**src/rtl/bus_err_drain_arb.sv**
```systemverilog
// bus_err_drain_arb
// Round-robin drain controller for several bus error units. It pops one error
// record at a time from the unit FIFOs, tags it with the source index and
// presents it on a single valid/ready report stream. It also keeps a saturating
// counter per unit of how often that unit's FIFO became full.
module bus_err_drain_arb #(
  parameter int unsigned NumUnits      = 32'd4,
  parameter int unsigned AddrWidth     = 32'd48,
  parameter int unsigned MetaDataWidth = 32'd1,
  parameter int unsigned ErrBits       = 32'd3,
  parameter int unsigned CntWidth      = 32'd8,
  localparam int unsigned IdxWidth     = (NumUnits > 32'd1) ? $clog2(NumUnits) : 32'd1
) (
  input  logic                               clk_i,
  input  logic                               rst_ni,
  input  logic                               enable_i,
  input  logic [NumUnits-1:0]                src_mask_i,
  input  logic [NumUnits-1:0]                unit_err_irq_i,
  input  logic [NumUnits*ErrBits-1:0]        unit_err_code_i,
  input  logic [NumUnits*AddrWidth-1:0]      unit_err_addr_i,
  input  logic [NumUnits*MetaDataWidth-1:0]  unit_err_meta_i,
  input  logic [NumUnits-1:0]                unit_ovf_i,
  output logic [NumUnits-1:0]                unit_pop_o,
  output logic                               rpt_valid_o,
  input  logic                               rpt_ready_i,
  output logic [IdxWidth-1:0]                rpt_src_o,
  output logic [ErrBits-1:0]                 rpt_code_o,
  output logic [AddrWidth-1:0]               rpt_addr_o,
  output logic [MetaDataWidth-1:0]           rpt_meta_o,
  output logic                               rpt_ovf_o,
  output logic                               irq_o,
  output logic [NumUnits*CntWidth-1:0]       ovf_cnt_o,
  input  logic                               ovf_cnt_clr_i
);

  typedef enum logic [0:0] {
    StIdle = 1'b0,
    StPend = 1'b1
  } state_e;

  localparam logic [CntWidth-1:0] CntMax = {CntWidth{1'b1}};

  // Registered state
  state_e                             state_r;
  logic [IdxWidth-1:0]                rr_ptr_r;
  logic                               rpt_valid_r;
  logic [IdxWidth-1:0]                rpt_src_r;
  logic [ErrBits-1:0]                 rpt_code_r;
  logic [AddrWidth-1:0]               rpt_addr_r;
  logic [MetaDataWidth-1:0]           rpt_meta_r;
  logic                               rpt_ovf_r;
  logic [NumUnits-1:0]                ovf_prev_r;
  logic [NumUnits-1:0][CntWidth-1:0]  ovf_cnt_r;

  // Combinational selection signals
  logic [NumUnits-1:0]                eligible_s;
  logic [NumUnits-1:0]                at_or_after_s;
  logic [NumUnits-1:0]                elig_hi_s;
  logic [NumUnits-1:0]                pick_s;
  logic [NumUnits-1:0]                sel_oh_s;
  logic [IdxWidth-1:0]                sel_idx_s;
  logic [IdxWidth-1:0]                ptr_next_s;
  logic [ErrBits-1:0]                 head_code_s;
  logic [AddrWidth-1:0]               head_addr_s;
  logic [MetaDataWidth-1:0]           head_meta_s;
  logic                               head_ovf_s;
  logic                               capture_s;
  logic [NumUnits-1:0]                ovf_rise_s;

  assign eligible_s = unit_err_irq_i & ~src_mask_i;
  assign ovf_rise_s = unit_ovf_i & ~ovf_prev_r;

  // Round-robin pick: lowest eligible unit at or after rr_ptr, else lowest eligible overall (wrap).
  always_comb begin
    at_or_after_s = {NumUnits{1'b0}};
    for (int i = 0; i < int'(NumUnits); i++) begin
      at_or_after_s[i] = (i >= int'(rr_ptr_r));
    end
    elig_hi_s = eligible_s & at_or_after_s;
    pick_s    = (|elig_hi_s) ? elig_hi_s : eligible_s;
    // Isolate the lowest set bit of the candidate vector.
    sel_oh_s  = pick_s & (~pick_s + NumUnits'(1));
  end

  // One-hot to index conversion and AND-OR mux of the selected unit's head-of-FIFO fields.
  always_comb begin
    sel_idx_s   = {IdxWidth{1'b0}};
    head_code_s = {ErrBits{1'b0}};
    head_addr_s = {AddrWidth{1'b0}};
    head_meta_s = {MetaDataWidth{1'b0}};
    head_ovf_s  = 1'b0;
    for (int i = 0; i < int'(NumUnits); i++) begin
      sel_idx_s   = sel_idx_s   | ({IdxWidth{sel_oh_s[i]}} & IdxWidth'(i));
      head_code_s = head_code_s | ({ErrBits{sel_oh_s[i]}} & unit_err_code_i[i*ErrBits +: ErrBits]);
      head_addr_s = head_addr_s | ({AddrWidth{sel_oh_s[i]}} & unit_err_addr_i[i*AddrWidth +: AddrWidth]);
      head_meta_s = head_meta_s |
                    ({MetaDataWidth{sel_oh_s[i]}} & unit_err_meta_i[i*MetaDataWidth +: MetaDataWidth]);
      head_ovf_s  = head_ovf_s  | (sel_oh_s[i] & unit_ovf_i[i]);
    end
  end

  // The pointer moves to the unit just after the one served, so a unit is only
  // picked twice in a row when it is the sole eligible unit.
  assign ptr_next_s = (sel_idx_s == IdxWidth'(NumUnits - 32'd1)) ? {IdxWidth{1'b0}}
                                                                  : sel_idx_s + IdxWidth'(1);

  // A new record is taken when the report slot is free or being freed this cycle.
  // Qualifying with rst_ni keeps a unit from being popped while the controller is
  // held in reset, where the record would otherwise be discarded unseen.
  assign capture_s = rst_ni & enable_i & (|eligible_s) &
                     ((state_r == StIdle) | (rpt_valid_r & rpt_ready_i));

  assign unit_pop_o = {NumUnits{capture_s}} & sel_oh_s;

  // Report FSM: captures the selected head record and holds it until accepted.
  always_ff @(posedge clk_i or negedge rst_ni) begin
    if (!rst_ni) begin
      state_r     <= StIdle;
      rr_ptr_r    <= {IdxWidth{1'b0}};
      rpt_valid_r <= 1'b0;
      rpt_src_r   <= {IdxWidth{1'b0}};
      rpt_code_r  <= {ErrBits{1'b0}};
      rpt_addr_r  <= {AddrWidth{1'b0}};
      rpt_meta_r  <= {MetaDataWidth{1'b0}};
      rpt_ovf_r   <= 1'b0;
    end else if (capture_s) begin
      state_r     <= StPend;
      rr_ptr_r    <= ptr_next_s;
      rpt_valid_r <= 1'b1;
      rpt_src_r   <= sel_idx_s;
      rpt_code_r  <= head_code_s;
      rpt_addr_r  <= head_addr_s;
      rpt_meta_r  <= head_meta_s;
      rpt_ovf_r   <= head_ovf_s;
    end else begin
      case (state_r)
        StIdle: begin
          rpt_valid_r <= 1'b0;
        end
        StPend: begin
          if (rpt_ready_i) begin
            state_r     <= StIdle;
            rpt_valid_r <= 1'b0;
          end else begin
            rpt_valid_r <= 1'b1;
          end
        end
        default: begin
          state_r     <= StIdle;
          rpt_valid_r <= 1'b0;
        end
      endcase
    end
  end

  // Per-unit saturating counters of FIFO-full events (rising edges of unit_ovf_i).
  always_ff @(posedge clk_i or negedge rst_ni) begin
    if (!rst_ni) begin
      ovf_prev_r <= {NumUnits{1'b0}};
      ovf_cnt_r  <= {(NumUnits*CntWidth){1'b0}};
    end else begin
      ovf_prev_r <= unit_ovf_i;
      if (ovf_cnt_clr_i) begin
        ovf_cnt_r <= {(NumUnits*CntWidth){1'b0}};
      end else begin
        for (int i = 0; i < int'(NumUnits); i++) begin
          if (ovf_rise_s[i] && (ovf_cnt_r[i] != CntMax)) begin
            ovf_cnt_r[i] <= ovf_cnt_r[i] + CntWidth'(1);
          end else begin
            ovf_cnt_r[i] <= ovf_cnt_r[i];
          end
        end
      end
    end
  end

  assign rpt_valid_o = rpt_valid_r;
  assign rpt_src_o   = rpt_src_r;
  assign rpt_code_o  = rpt_code_r;
  assign rpt_addr_o  = rpt_addr_r;
  assign rpt_meta_o  = rpt_meta_r;
  assign rpt_ovf_o   = rpt_ovf_r;
  assign irq_o       = rpt_valid_r;
  assign ovf_cnt_o   = ovf_cnt_r;

endmodule
```
**config.mk**
```make
export PLATFORM = sky130hd
export DESIGN_NAME = bus_err_drain_arb
export DESIGN_NICKNAME = d
export VERILOG_FILES = /design/src/rtl/bus_err_drain_arb.sv
export SDC_FILE = /design/constraint.sdc
export NUM_CORES = 1
export LEC_CHECK = 0
export ABC_CLOCK_PERIOD_IN_PS = 1900
export CELL_PAD_IN_SITES_DETAIL_PLACEMENT = 1
export CELL_PAD_IN_SITES_GLOBAL_PLACEMENT = 1
export CORE_MARGIN = 5
export CORE_UTILIZATION = 25
export CTS_CLUSTER_DIAMETER = 100
export DETAILED_ROUTE_END_ITERATION = 8
export PLACE_DENSITY = 0.81
export SLEW_MARGIN = 40
export SYNTH_ARGS = -nofsm -noshare
export SYNTH_HDL_FRONTEND = slang
export SYNTH_SLANG_ARGS = --single-unit
```
**constraint.sdc**
```tcl
create_clock -name clk_i -period 1.9 [get_ports clk_i]
set_input_delay 0.285 -clock clk_i [delete_from_list [all_inputs] [get_ports clk_i]]
set_output_delay 0.285 -clock clk_i [all_outputs]
set_load 0.01 [all_outputs]
```
==> impl_metrics.tcl, run 1 <==
set metrics [dict create \
    final.min_clock_period_ns 1.916 \
    cts-buffers-inserted 9 \
    r2r_start "rr_ptr_r[0]" \
    die_area_sq_mm 0.02238 \
    worstSetupEndpointType "flop" \
    drc_errors 0 \
    ys_types 47 \
    cts.clk_slew.worst_paths_ns 0.07 \
    slowest_stage "a222oi_1" \
    setup_viol 2 \
    antenna_found_initial 3 \
    synth_cells 509 \
    required_ns 2.12 \
    post-route-period-util_pct 100.8 \
    ys_ff_latch 94 \
    initial_core_util_pct 25.20 \
    drtAntennaViolNets 0 \
    synth_area_leaders "dfrtp_1, a21oi_1, a222oi_1, nor2_1, xnor2_1" \
    wl_per_cell_um 21.76 \
    p_int_mw 4.880 \
    crit_chain "nor3b_4 > o2bb2ai_2 > a22o_4 > buf_12 > a222oi_1 > a21oi_1" \
    grt_max_degree 51 \
    hpwl_um 17160 \
    synth_nets 738 \
    hold_path.class "primary input to asynchronous set/reset pin" \
    insertion_delay_ns 0.35 \
    sw_frac_of_total_pct 31.14 \
    place_area_sq_mm 0.008459 \
    fin_setup_tns_ns -0.03011 \
    overflow 0 \
    synth_warnings 0 \
    p_switching_mw 2.207 \
    whs_ns 0.06919 \
    timing.slew.headroom_pct 54.85 \
    first_global_vias 6077 \
    final_core_util_pct 46.83 \
    fp.dieW_um 149.6 \
    place.gp.congestion 0.8351 \
    synth-edff-count 0 \
    drtPass1Iterations 8 \
    syn_area_sq_mm 0.004872 \
    yosysSeqAreaShare_pct 48.28 \
    p_per_area_mw_per_mm2 782.7 \
    max_freq_mhz 521.9 \
    vias 5694 \
    setup_ws_ns -0.01595 \
    maxCapViolCount 0 \
    drive_above_1_share_pct 10.45 \
    reg2reg_depth 6 \
    path_depth 6 \
    vdd_drop_max_mv 0.4320 \
    synthFlopType "dfrtp_1" \
    combPwrFrac_pct 37.2 \
    yosysTopAreaCell "dfrtp_1" \
    area_delta_synth_final_pct 85.85 \
    outcome "finished with violations" \
    startpoint_type "flop" \
    final_common_cell "clkdlybuf4s50_1" \
    die_y_um 149.6 \
    cts_tree "built" \
    critPathMaxStageDelay_ns 0.48 \
    clockBufferDepth 2 \
    io_buffers 317 \
    synth_top_area_share_pct 48.28 \
    nets 1067 \
    cts_hold_buf 0 \
    worst_pin_slew_ns 0.6772 \
    routed_wirelength_um 24160 \
    drt-initial-drc-count 325 \
    seqPwrFrac_pct 36.3 \
    cp_max_fo 49 \
    rsz0062_at_grt "true" \
    fin_skew_ns 0.01003 \
    clkPwrFrac_pct 26.6 \
    fp-row-count 51 \
    drv_slew 0 \
    cp_num_buf_inv 1 \
    avgSynthCellArea_sq_um 9.572 \
    async_flop_share_pct 100.0 \
    violations "negative setup slack" \
    h-tree-depth 3 \
    core_sq_mm 0.01933 \
    track_usage_pct 20.05 \
    fillers 2166 \
    io-pin-count 318 \
    cts_sinks 94 \
    worstPathArrival_ns 2.14 \
    hold_viol_final 0 \
    avgViaCountPerCell 5.130 \
    final_cell_mix "clkdlybuf4s50_1, a21oi_1, dfrtp_1, nor2_1, a222oi_1" \
    grt_pass1_wl_um 34710 \
    design_area_sq_mm 0.009055 \
    crit_type "flop to flop" \
    clock-root-buffer "clkbuf_16" \
    cp-startpoint "rr_ptr_r[0]" \
    crit_family "compound AO/OA/AOI/OAI gates" \
    leakage_nw 3.628 \
]
worst reg2reg max path, stage by stage (launching register included):
cell and delay (ns):
dfrtp_2 0.45, nor3b_4 0.22, o2bb2ai_2 0.08, a22o_4 0.24, buf_12 0.17, a222oi_1 0.51, a21oi_1 0.12
synthesized netlist by cell type, types with 3 or more instances:
master	number
xor2_1	10
a222oi_1	53
nor3_1	5
xnor2_1	17
nand4_1	4
and2_1	3
nor2_1	88
ha_1	4
nand2_1	19
a211oi_1	3
a21oi_1	109
nor2b_1	3
buf_6	5
mux2i_1	3
nand3_1	6
buf_2	19
inv_1	4
and3_1	8
nand2b_1	7
dfrtp_1	94
clkbuf_1	14
worst paths after layout:
kind | endpoint | slack [ns]
max in group asynchronous | ovf_cnt_o[20] | 0.69
worst min register to register | rpt_src_o[1] | 0.48
worst min-delay path | ovf_cnt_o[29] | 0.07
worst max-delay path | rpt_addr_o[32] | -0.02
min in group clk_i | ovf_prev_r[2] | 0.46
worst max register to register | rpt_addr_o[32] | -0.02
routing by layer:
metal	track usage [%]	vias to the layer above	share of wire, %
met5	0	-	0
met4	6.819	0	2.3
met3	7.874	34	9.7
met2	34.55	258	50
met1	22.67	2833	38
li1	-	2569	-
registers in the layout, summed over array words and instances (netlist names):
name        flops
rpt_meta_o      1
ovf_cnt_o      32
ovf_prev_r      4
rpt_ovf_o       1
rpt_code_o      3
rpt_addr_o     48
rr_ptr_r        2
irq_o           1
rpt_src_o       2
power by group through the flow:
stage	logic [mW]	registers (mW)	clock network [mW]
global placement	2.43	2.58	0
global route	2.82	2.62	2.04
finish	2.63	2.57	1.88
detailed placement	2.47	2.60	0
floorplan	0.739	2.73	0
CTS	2.52	2.58	1.95
cells by family after synthesis:
family | after synthesis | share of synthesized area [%]
simple gates | 153 | 14.33
buf+inv | 44 | 4.725
mux | 3 | 0.6164
compound gates | 184 | 26.17
fa+ha+maj | 4 | 1.027
xor+xnor | 27 | 4.853
flops | 94 | 48.28
repair_timing:
item | in CTS | in global routing
gates cloned | 0 | 3
buffers inserted | 5 | 5
gates resized for setup | 36 | 20
hold endpoints to repair | 0 | 0
endpoints found under the setup margin | 47 | 58
pin swaps | 11 | 40
per-stage QoR:
stage	power (mW)	cells	worst slack [ns]
after floorplan	3.465	509	0.1213
after global placement	5.006	1079	-0.4550
after detailed placement	5.070	1079	-0.5211
after CTS	7.042	1099	-0.06444
after global routing	7.482	1110	-0.1100
final	7.087	1110	-0.01595
cell type report:
| type | instances | area [sq um] | share of cell area (%) |
|---|---|---|---|
| repair buffers | 358 | 3602 | 39.78 |
| multi-input cells | 371 | 2446 | 27.01 |
| flip-flops and latches | 94 | 2355 | 26.01 |
| well taps | 265 | 331.6 | 3.662 |
| clock buffers | 10 | 239.0 | 2.639 |
| clock inverters | 5 | 58.81 | 0.6494 |
| inverters | 4 | 15.01 | 0.1658 |
| diodes | 3 | 7.507 | 0.08291 |
No activity file was read; power rests on OpenSTA's default activity.
==> run 2, diff against run 1 <==
- ABC_CLOCK_PERIOD_IN_PS: 1900 -> 1810
- clock period: 1.9 -> 1.81 ns (I/O delays scaled with it)
==> impl_metrics.tcl, run 2 (same netlist as run 1, synthesis figures left out) <==
set metrics [dict create \
    drive_above_1_share_pct 12.57 \
    clkPwrFrac_pct 25.9 \
    fin_skew_ns 0.007411 \
    drc_errors 0 \
    required_ns 2.03 \
    post-route-period-util_pct 108.5 \
    overflow 0 \
    clock-root-buffer "clkbuf_16" \
    crit_chain "nor3b_4 > o2bb2ai_2 > a22o_4 > buf_12 > buf_16 > a222oi_1 > a21oi_1" \
    initial_core_util_pct 25.20 \
    first_global_vias 6303 \
    track_usage_pct 21.38 \
    p_per_area_mw_per_mm2 807.9 \
    outcome "finished with violations" \
    antenna_found_initial 1 \
    whs_ns 0.04830 \
    slowest_stage "dfrtp_2" \
    p_int_mw 5.173 \
    sw_frac_of_total_pct 31.22 \
    routed_wirelength_um 25090 \
    avgViaCountPerCell 5.137 \
    crit_family "compound AO/OA/AOI/OAI gates" \
    cts_tree "built" \
    grt_max_degree 54 \
    max_freq_mhz 509.4 \
    fp.dieW_um 149.6 \
    setup_ws_ns -0.1530 \
    critPathMaxStageDelay_ns 0.45 \
    cts.clk_slew.worst_paths_ns 0.07 \
    rsz0062_at_grt "true" \
    combPwrFrac_pct 38.4 \
    vdd_drop_max_mv 0.4459 \
    hold_path.class "primary input to asynchronous set/reset pin" \
    worstPathArrival_ns 2.19 \
    seqPwrFrac_pct 35.7 \
    nets 1083 \
    area_delta_synth_final_pct 91.06 \
    h-tree-depth 3 \
    cp_num_buf_inv 2 \
    vias 5774 \
    place.gp.congestion 0.8333 \
    worstSetupEndpointType "flop" \
    hold_viol_final 0 \
    maxCapViolCount 0 \
    insertion_delay_ns 0.34 \
    io_buffers 317 \
    die_y_um 149.6 \
    fin_setup_tns_ns -4.242 \
    fp-row-count 51 \
    wl_per_cell_um 22.32 \
    regArea_sq_mm 0.002355 \
    cp_max_fo 7 \
    final_cell_mix "clkdlybuf4s50_1, a21oi_1, dfrtp_1, nor2_1, a222oi_1" \
    drt-initial-drc-count 348 \
    worst_pin_slew_ns 0.6781 \
    drtPass1Iterations 8 \
    clockBufferDepth 2 \
    cts-buffers-inserted 9 \
    timing.slew.headroom_pct 54.80 \
    die_area_sq_mm 0.02238 \
    crit_type "flop to flop" \
    fillers 2162 \
    setup_viol 57 \
    largest_reg_flops 48 \
    cts_sinks 94 \
    core_sq_mm 0.01933 \
    leakage_nw 3.721 \
    violations "negative setup slack" \
    io-pin-count 318 \
    p_switching_mw 2.348 \
    startpoint_type "flop" \
    final.min_clock_period_ns 1.963 \
    multiInputGateArea_sq_mm 0.002460 \
    antenna_cells 0 \
    final_common_cell "clkdlybuf4s50_1" \
    grt_pass1_wl_um 36520 \
    drtAntennaViolNets 0 \
    hpwl_um 16980 \
    drv_slew 0 \
]
## run 2: changes by cell type in the layout (fill, tap and decap cells not counted), moves of 2 or more
cell,change
buf_6,+5
nand2b_1,+3
dlygate4sd2_1,+3
buf_2,-2
nand2b_4,-3
buf_16,+5
o21ai_1,-2
buf_4,+7
dlymetal6s2s_1,-3
o21ai_2,+2
diode_2,-3
## run 2: timing repair
item | 4_1_cts | 5_1_grt
pin swaps | 75 | 35
endpoints found under the setup margin | 61 | 72
hold buffers | 0 | 0
gates cloned | 7 | 1
buffers inserted | 9 | 3
gates resized for setup | 50 | 21
## run 2: power by group through the flow
| stage | logic (mW) | registers, mW | clock network (mW) |
|---|---|---|---|
| after floorplan | 0.775 | 2.86 | 0 |
| after global placement | 2.53 | 2.71 | 0 |
| after detailed placement | 2.58 | 2.72 | 0 |
| after CTS | 2.85 | 2.69 | 2.03 |
| after global routing | 3.09 | 2.73 | 2.09 |
| final | 2.89 | 2.69 | 1.95 |
## run 2: final timing paths
kind	from	endpoint	slack (ns)	cells after the start
worst max-delay path	rr_ptr_r[0]	rpt_addr_o[0]	-0.15	7
max in group asynchronous	rst_ni	rpt_addr_o[18]	0.64	3
worst min-delay path	rst_ni	ovf_cnt_o[24]	0.05	2
min in group clk_i	unit_ovf_i[0]	ovf_prev_r[0]	0.44	1
worst min register to register	rpt_src_o[1]	rpt_src_o[1]	0.49	2
worst max register to register	rr_ptr_r[0]	rpt_addr_o[0]	-0.15	7
## run 2: worst reg2reg max path, delay by kind of cell (launching register included)
| family | cells | cell delay, ns |
|---|---|---|
| AO/OA/AOI/OAI | 4 | 0.86 |
| flip-flops | 1 | 0.45 |
| AND/OR/NAND/NOR | 1 | 0.22 |
| buffers and inverters | 2 | 0.32 |
## run 2: layer usage
| metal | global-route usage, % | share of wire, % | up-vias |
|---|---|---|---|
| met5 | 0 | 0.044 | - |
| met4 | 6.041 | 2.3 | 2 |
| met3 | 8.147 | 9.6 | 39 |
| met2 | 37.56 | 51 | 275 |
| met1 | 24.25 | 38 | 2849 |
| li1 | - | - | 2609 |
## run 2: area by class of cell
type | instances | share of cell area, %
clock inverter | 6 | 0.7392
sequential | 94 | 25.30
tap | 265 | 3.562
inverter | 4 | 0.1613
timing repair buffer | 374 | 41.36
multi-input combinational | 371 | 26.42
clock buffer | 10 | 2.460
## run 2: stage by stage
stage                     utilization [%]  setup slack [ns]  cells  total power [mW]  instance area [sq um]
after floorplan                         -           0.04476    509             3.638                   4872
after global placement              44.14           -0.4822   1089             5.243                   8534
after detailed placement            44.14           -0.5940   1089             5.299                   8534
after CTS                           47.55           -0.1788   1121             7.567                   9194
after global routing                48.15           -0.2567   1124             7.922                   9309
final                               48.15           -0.1530   1124             7.521                   9309
==> run 3, diff against run 2 <==
- CORE_UTILIZATION: 25 -> 26
- PLACE_DENSITY: 0.81 -> 0.84
==> impl_metrics.tcl, run 3 (same netlist as run 1, synthesis figures left out) <==
set metrics [dict create \
    outcome "finished with violations" \
    violations "negative setup slack" \
    drtPass1Iterations 9 \
    reg2reg_depth 6 \
    drt-initial-drc-count 484 \
    endpoint "unit_pop_o[2]" \
    p_per_area_mw_per_mm2 819.2 \
    clockBufferDepth 2 \
    routed_wirelength_um 25520 \
    final.min_clock_period_ns 1.898 \
    r2r-end "rpt_addr_o[2]" \
    worstPathArrival_ns 1.63 \
    initial_core_util_pct 26.22 \
    drtAntennaViolNets 0 \
    r2r_start "rr_ptr_r[0]" \
    hold_viol_final 0 \
    rsz0062_at_grt "true" \
    vdd_drop_max_mv 0.4143 \
    grt_max_degree 52 \
    io-pin-count 318 \
    die_area_sq_mm 0.02158 \
    antenna_found_initial 3 \
    fp-row-count 50 \
    fp.dieW_um 146.9 \
    leakage_nw 3.713 \
    final_core_util_pct 49.70 \
    r2r_slack_ns -0.05 \
    final_common_cell "clkdlybuf4s50_1" \
    drv_slew 0 \
    largest_reg_flops 48 \
    wl_per_cell_um 23.35 \
    placed_cells 1054 \
    cts_sinks 94 \
    required_ns 1.54 \
    insertion_delay_ns 0.35 \
    drive_above_1_share_pct 11.92 \
    startpoint_type "primary input" \
    setup_ws_ns -0.08836 \
    first_global_vias 6359 \
    io_buffers 317 \
    fin_setup_tns_ns -0.4883 \
    hold_path.class "primary input to asynchronous set/reset pin" \
    vias 5877 \
    nets 1080 \
    fin_skew_ns 0.008810 \
    die_y_um 146.9 \
    hpwl_um 17830 \
    final_cell_mix "clkdlybuf4s50_1, a21oi_1, dfrtp_1, nor2_1, a222oi_1" \
    maxCapViolCount 0 \
    avgViaCountPerCell 5.377 \
    grt_pass1_wl_um 37320 \
    track_usage_pct 22.06 \
    worstSetupEndpointType "output pin" \
    post-route-period-util_pct 104.9 \
    crit_type "primary input to output pin" \
    cp-startpoint "unit_err_irq_i[1]" \
    area_delta_synth_final_pct 89.52 \
    instances_no_fill 1093 \
    cts-buffers-inserted 9 \
    cts.clk_slew.worst_paths_ns 0.07 \
    cts_tree "built" \
    drc_errors 0 \
    whs_ns 0.02696 \
    overflow 0 \
    clock-root-buffer "clkbuf_16" \
    fillers 2075 \
    place.gp.congestion 0.8289 \
    max_freq_mhz 526.8 \
    worst_pin_slew_ns 0.6886 \
    total_power_mw 7.565 \
    h-tree-depth 3 \
    core_sq_mm 0.01858 \
    timing.slew.headroom_pct 54.09 \
    setup_viol 14 \
    cp_max_fo 5 \
]
run 3: worst min path at each step:
stage | end | start | depth (start not counted) | slack [ns]
4_1_cts | irq_o | rst_ni | 2 | 0.03
3_5_place_dp | irq_o | rst_ni | 2 | 0.41
3_3_place_gp | irq_o | rst_ni | 2 | 0.41
5_1_grt | irq_o | rst_ni | 2 | 0.07
6_report | irq_o | rst_ni | 2 | 0.03
2_1_floorplan | irq_o | rst_ni | 0 | -0.02
run 3: stage by stage:
step | worst slack [ns] | area, sq um
3_3_place_gp | -0.6033 | 8478
2_1_floorplan | 0.04476 | 4872
5_1_grt | -0.1463 | 9234
4_1_cts | -0.1241 | 9061
3_5_place_dp | -0.7133 | 8478
6_report | -0.08836 | 9234
run 3: report_power, final:
part	leakage (nW)	internal [mW]	switching (mW)
clock	0.153	1.12	0.886
combinational	2.41	1.60	1.25
sequential	1.15	2.46	0.246
total	3.71	5.19	2.38
run 3: timing repair:
action                     4_1_cts  5_1_grt
setup endpoints to repair       61       64
pin swaps                       44       36
gates resized for setup         51       17
cloned                           2        5
hold buffers                     0        0
setup buffers                   13        1
run 3: per-layer routing:
metal,vias up,GRT usage [%],share of wire [%]
met3,37,7.002,8.7
met4,0,6.850,2.2
met1,2953,25.57,37
met5,-,0,0
met2,287,38.88,52
li1,2600,-,-
run 3: final cells by class:
cell class              instances  area (sq um)  area share (%)
flip-flops and latches         94          2355           25.50
clock buffers                  10         239.0           2.588
inverters                       4         15.01          0.1626
well taps                     234         292.8           3.171
clock inverters                 6         66.31          0.7182
diodes                          3         7.507         0.08130
repair buffers                371          3819           41.35
multi-input cells             371          2440           26.42
run 3: worst max-delay path, stage by stage:
cell and delay (ns):
clkdlybuf4s50_1 0.50, nand2b_4 0.12, nor2b_1 0.18, a22o_4 0.26
and2_1 0.15, buf_2 0.14
